[config.mk]
export PLATFORM = sky130hd
export DESIGN_NAME = fir_decim_fifo
export DESIGN_NICKNAME = d
export VERILOG_FILES = /design/src/rtl/fir_decim_fifo.sv
export SDC_FILE = /design/constraint.sdc
export NUM_CORES = 1
export LEC_CHECK = 0
export ABC_AREA = 0
export CAP_MARGIN = 30
export CORE_MARGIN = 2
export CORE_UTILIZATION = 55
export DETAILED_ROUTE_END_ITERATION = 16
export DONT_BUFFER_PORTS = 1
export PLACE_DENSITY_LB_ADDON = 0.05
export REMOVE_ABC_BUFFERS = 1
export SKIP_CTS_REPAIR_TIMING = 1
export SLEW_MARGIN = 20
export SYNTH_ARGS = -nofsm -noshare
export SYNTH_HDL_FRONTEND = slang
export SYNTH_SLANG_ARGS = --single-unit
[constraint.sdc]
create_clock -name clk -period 2.3 [get_ports clk]
set_input_delay 0.46 -clock clk [delete_from_list [all_inputs] [get_ports clk]]
set_output_delay 0.46 -clock clk [all_outputs]
set_load 0.005 [all_outputs]
[src/rtl/fir_decim_fifo.sv]
// fir_decim_fifo
//   Decimating output stage behind the FIR low-pass filter. It sums blocks of
//   2^LOG2_DECIM filtered samples and divides each sum by the block length with
//   an arithmetic shift, which rounds toward negative infinity. Each block
//   average is written into a first-word-fall-through FIFO. A consumer drains
//   the FIFO over a valid/ready handshake. A sample that arrives while the FIFO
//   is full and not popping is dropped, and the sticky overflow flag is set.
//
// Ports
//   clk         rising-edge clock for all state
//   reset       asynchronous active-low reset; clears all state
//   din         signed filtered sample
//   din_valid   din carries a new sample this cycle
//   dout        signed FIFO head entry; 0 when the FIFO is empty
//   dout_valid  FIFO not empty
//   dout_ready  consumer accepts dout this cycle
//   level       FIFO occupancy, 0..2^LOG2_DEPTH
//   overflow    sticky flag; a decimated sample was dropped
//   clear_ovf   synchronous clear of overflow (a drop in the same cycle wins)
module fir_decim_fifo #(
  parameter int WIDTH      = 16,
  parameter int LOG2_DECIM = 2,
  parameter int LOG2_DEPTH = 2
) (
  input  logic                    clk,
  input  logic                    reset,
  input  logic signed [WIDTH-1:0] din,
  input  logic                    din_valid,
  output logic signed [WIDTH-1:0] dout,
  output logic                    dout_valid,
  input  logic                    dout_ready,
  output logic [LOG2_DEPTH:0]     level,
  output logic                    overflow,
  input  logic                    clear_ovf
);

  localparam int AW    = WIDTH + LOG2_DECIM;
  // The phase register keeps at least one bit so that LOG2_DECIM=0 stays legal.
  // In that case every sample counts as the last one, and the phase never moves.
  localparam int PW    = (LOG2_DECIM > 0) ? LOG2_DECIM : 1;
  localparam int DEPTH = 1 << LOG2_DEPTH;

  logic        [PW-1:0]         phase;
  logic signed [AW-1:0]         acc;
  logic signed [AW-1:0]         sum;
  logic                         last_phase;
  logic                         push;
  logic signed [WIDTH-1:0]      push_data;

  logic signed [WIDTH-1:0]      mem [DEPTH];
  logic        [LOG2_DEPTH-1:0] wptr;
  logic        [LOG2_DEPTH-1:0] rptr;
  logic                         pop;
  logic                         full;
  logic                         write;
  logic                         drop;

  assign last_phase = (LOG2_DECIM == 0) || (phase == PW'((1 << LOG2_DECIM) - 1));
  assign sum        = acc + AW'(din);
  assign push       = din_valid && last_phase;
  assign push_data  = WIDTH'(sum >>> LOG2_DECIM);

  assign dout_valid = (level != '0);
  assign dout       = dout_valid ? mem[rptr] : '0;
  assign pop        = dout_valid && dout_ready;
  assign full       = (level == (LOG2_DEPTH + 1)'(DEPTH));
  // When the FIFO is full and a pop happens in the same cycle, wptr equals rptr.
  // The write reuses the slot that is being consumed on this edge.
  assign write      = push && (!full || pop);
  assign drop       = push && full && !pop;

  always_ff @(posedge clk or negedge reset) begin
    if (!reset) begin
      phase <= '0;
      acc   <= '0;
    end else if (din_valid) begin
      if (last_phase) begin
        phase <= '0;
        acc   <= '0;
      end else begin
        phase <= phase + PW'(1);
        acc   <= sum;
      end
    end
  end

  always_ff @(posedge clk or negedge reset) begin
    if (!reset) begin
      for (int unsigned i = 0; i < DEPTH; i++) begin
        mem[i] <= '0;
      end
    end else if (write) begin
      mem[wptr] <= push_data;
    end
  end

  always_ff @(posedge clk or negedge reset) begin
    if (!reset) begin
      wptr  <= '0;
      rptr  <= '0;
      level <= '0;
    end else begin
      if (write) wptr <= wptr + LOG2_DEPTH'(1);
      if (pop)   rptr <= rptr + LOG2_DEPTH'(1);
      case ({write, pop})
        2'b10:   level <= level + (LOG2_DEPTH + 1)'(1);
        2'b01:   level <= level - (LOG2_DEPTH + 1)'(1);
        default: level <= level;
      endcase
    end
  end

  always_ff @(posedge clk or negedge reset) begin
    if (!reset) begin
      overflow <= 1'b0;
    end else if (drop) begin
      overflow <= 1'b1;
    end else if (clear_ovf) begin
      overflow <= 1'b0;
    end
  end

endmodule
==> reports/results.ini <==
[timing]
period_minus_slack_ns = 2.37
fmax_mhz = 423
whs_ns = -0.222
finClkSkew_ns = 0.00967
slew_violations = 0
worstMarginPinSlew_ns = 0.695
rsz0062_at_grt = yes
finalHoldViolations = 92
slew_headroom = 0.536
setup-violations-final = 8
timing.final.crit_share = 1.03
setup_slack_ns = -0.0658

[cells_and_area]
multi_input_area_mm2 = 0.00267
area_growth_pct = 14.7
mostFrequentLayoutCell = dfrtp_1
mostFrequentLayoutCells = dfrtp_1, nand2_1, o21ai_0, buf_4
n_antenna_cell = 0
nets = 547
ff_latch_area_mm2 = 0.00230
drive_above_1_share = 0.253
n_fill_cell = 711

[setup_path]
worstSetupStartpoint = acc[0]
rr_startpoint = acc[0]
worstPathRequired_ns = 2.54
arrival_ns = 2.61
worstSetupPathType = reg -> reg
crit_chain = ha_2, fa_2, a211oi_2, o211ai_1, nand2_2, buf_6, o211ai_1, nor4b_4, buf_4, mux2_4
cpLargestDelayFamily = adder cells
crit_fanout = 5
start_kind = flip-flop
cp-end-kind = flip-flop
cpMaxStageDelayCell = dfrtp_1
path_buf_inv = 2
max_stage_delay_ns = 0.39
critPathMostFrequentCell = o211ai_1

[placement]
pre_cts_ws_ns = -0.340
port_buffers = 0
dpl.hpwl_um = 7750
gp_congestion = 0.867

[die]
start_util = 0.570
die_w_um = 99.5
die_area_mm2 = 0.00991
core-area_mm2 = 0.00881
fp-row-count = 34
fp.dieH_um = 99.5
io_pins = 42

[routing]
drc_errors = 0
via_per_inst = 5.89
via_count = 3615
dr.first_iter.drc_count = 168
routedWlPerCell_um = 18.1
drt_first_pass_iters = 4
wirelength_um = 11100
drt.antenna.violating_nets = 0

[clock_network]
clockRootBuffer = clkbuf_8
insertion_delay_ns = 0.36
cts_buffers = 9
path_clk_slew_ns = 0.10
clockBufferDepth = 2
ctsHtreeMaxLevel = 3
cts_sinks = 92
cts_tree = built

[synthesis]
syn_area_mm2 = 0.00502
synth-seq-cells = 92
synth_edf_count = 0
syn_inst = 463
ys.warnings.count = 0
yosysSeqAreaShare = 0.459
synth_top_flop_cell = dfrtp_1
avgSynthCellArea_um2 = 10.8
async_reset_ff_frac = 1.00
synth_cell_types = 56

[pwr]
p_per_area_mw_per_mm2 = 1500
power_w = 0.00867
leakage_nw = 2.59
ir_drop_v = 0.000778

[worst_hold_path]
hold_class = in -> async

[job]
max-cap-violations = 0

[run_status]
status = finished, violations left
violations = negative hold slack, negative setup slack

[grt]
grt.overflow.total = 0
grt_start_max_net_pins = 93
grt_usage = 0.235
grt_pass1_wl_um = 18200
grt_pass1_vias = 3710
antenna_found_initial = 0

==> through the flow <==
step | hold slack [ns] | utilization | instance area, µm² | TNS [ns] | cells
global route | -0.248 | 0.654 | 5760 | -1.93 | 614
CTS | -0.238 | 0.635 | 5600 | -2.79 | 609
floorplan | 0.164 | - | 4880 | -0.664 | 436
detailed placement | 0.166 | 0.613 | 5400 | -3.91 | 593
global placement | 0.166 | 0.613 | 5400 | -2.71 | 593
finish | -0.222 | 0.654 | 5760 | -0.421 | 614
==> path summary, 6_finish.rpt <==
check / to / slack [ns] / cells after the start
worst max-delay path: mem[12] / -0.07 / 10
worst min-delay path: mem[51] / -0.22 / 0
worst max register to register: mem[12] / -0.07 / 10
worst min register to register: mem[23] / 0.49 / 2
max in group asynchronous: rptr[0] / 2.41 / 0
min in group clk: phase[0] / 0.19 / 1
==> flip-flops by register name (all words and copies together), names as in the netlist <==
| register | count |
|---|---|
| mem | 64 |
| acc | 18 |
| level | 3 |
| phase | 2 |
| rptr | 2 |
| wptr | 2 |
| overflow | 1 |
==> report_power, final <==
part	switching, W	internal (W)
clock network	0.000614	0.000513
logic	0.00231	0.00243
registers	0.000445	0.00236
total	0.00337	0.00530
==> layer usage <==
metal | GRT usage | part of all wire | vias to the layer above
li1 | - | - | 1751
met3 | 0.0358 | 0.031 | 11
met1 | 0.329 | 0.49 | 1790
met4 | 0.0727 | 0.012 | 0
met2 | 0.381 | 0.47 | 63
met5 | 0 | 0 | -
==> synthesized netlist by cell type (2+ instances only) <==
cell type | instances | area, µm²
or3_1 | 2 | 12.5
clkbuf_1 | 10 | 37.5
nand4_1 | 4 | 25.0
a21o_1 | 8 | 60.1
xnor2_1 | 10 | 87.6
ha_1 | 23 | 288
o21a_1 | 4 | 30.0
and3_1 | 2 | 12.5
and2_4 | 2 | 17.5
a211oi_1 | 3 | 22.5
nand3_1 | 2 | 10.0
a221oi_1 | 4 | 35.0
o211a_1 | 2 | 20.0
and2_1 | 18 | 113
o21ai_1 | 2 | 10.0
mux2_4 | 6 | 90.1
mux2_2 | 8 | 90.1
nand2_1 | 67 | 251
buf_2 | 13 | 65.1
a211oi_2 | 2 | 25.0
o21ai_0 | 57 | 285
a21oi_1 | 18 | 90.1
and2_2 | 2 | 15.0
mux4_2 | 16 | 360
dfrtp_1 | 92 | 2300
nor2_1 | 16 | 60.1
nand3b_1 | 2 | 15.0
inv_1 | 8 | 30.0
xor2_1 | 9 | 78.8
o211ai_1 | 7 | 52.6
o2bb2ai_1 | 14 | 123
a22o_1 | 3 | 26.3
fa_1 | 2 | 40.0
buf_6 | 3 | 33.8
==> cells by family (layout without fill, tap and decap cells) <==
kind of cell	count (synthesis)	in the layout	share of synthesized area
xor+xnor	19	19	0.0331
simple gates	128	128	0.129
mux	31	31	0.110
buf+inv	35	78	0.0339
flops	92	92	0.459
fa+ha+maj	25	25	0.0653
compound gates	133	133	0.170
==> layout make-up <==
class,count,share of cell area
clock buffers,10,0.0222
flip-flops and latches,92,0.400
well taps,108,0.0235
inverters,8,0.00521
repair buffers,54,0.0738
clock inverters,6,0.0124
multi-input cells,336,0.463
(Power assumes the default switching activity.)
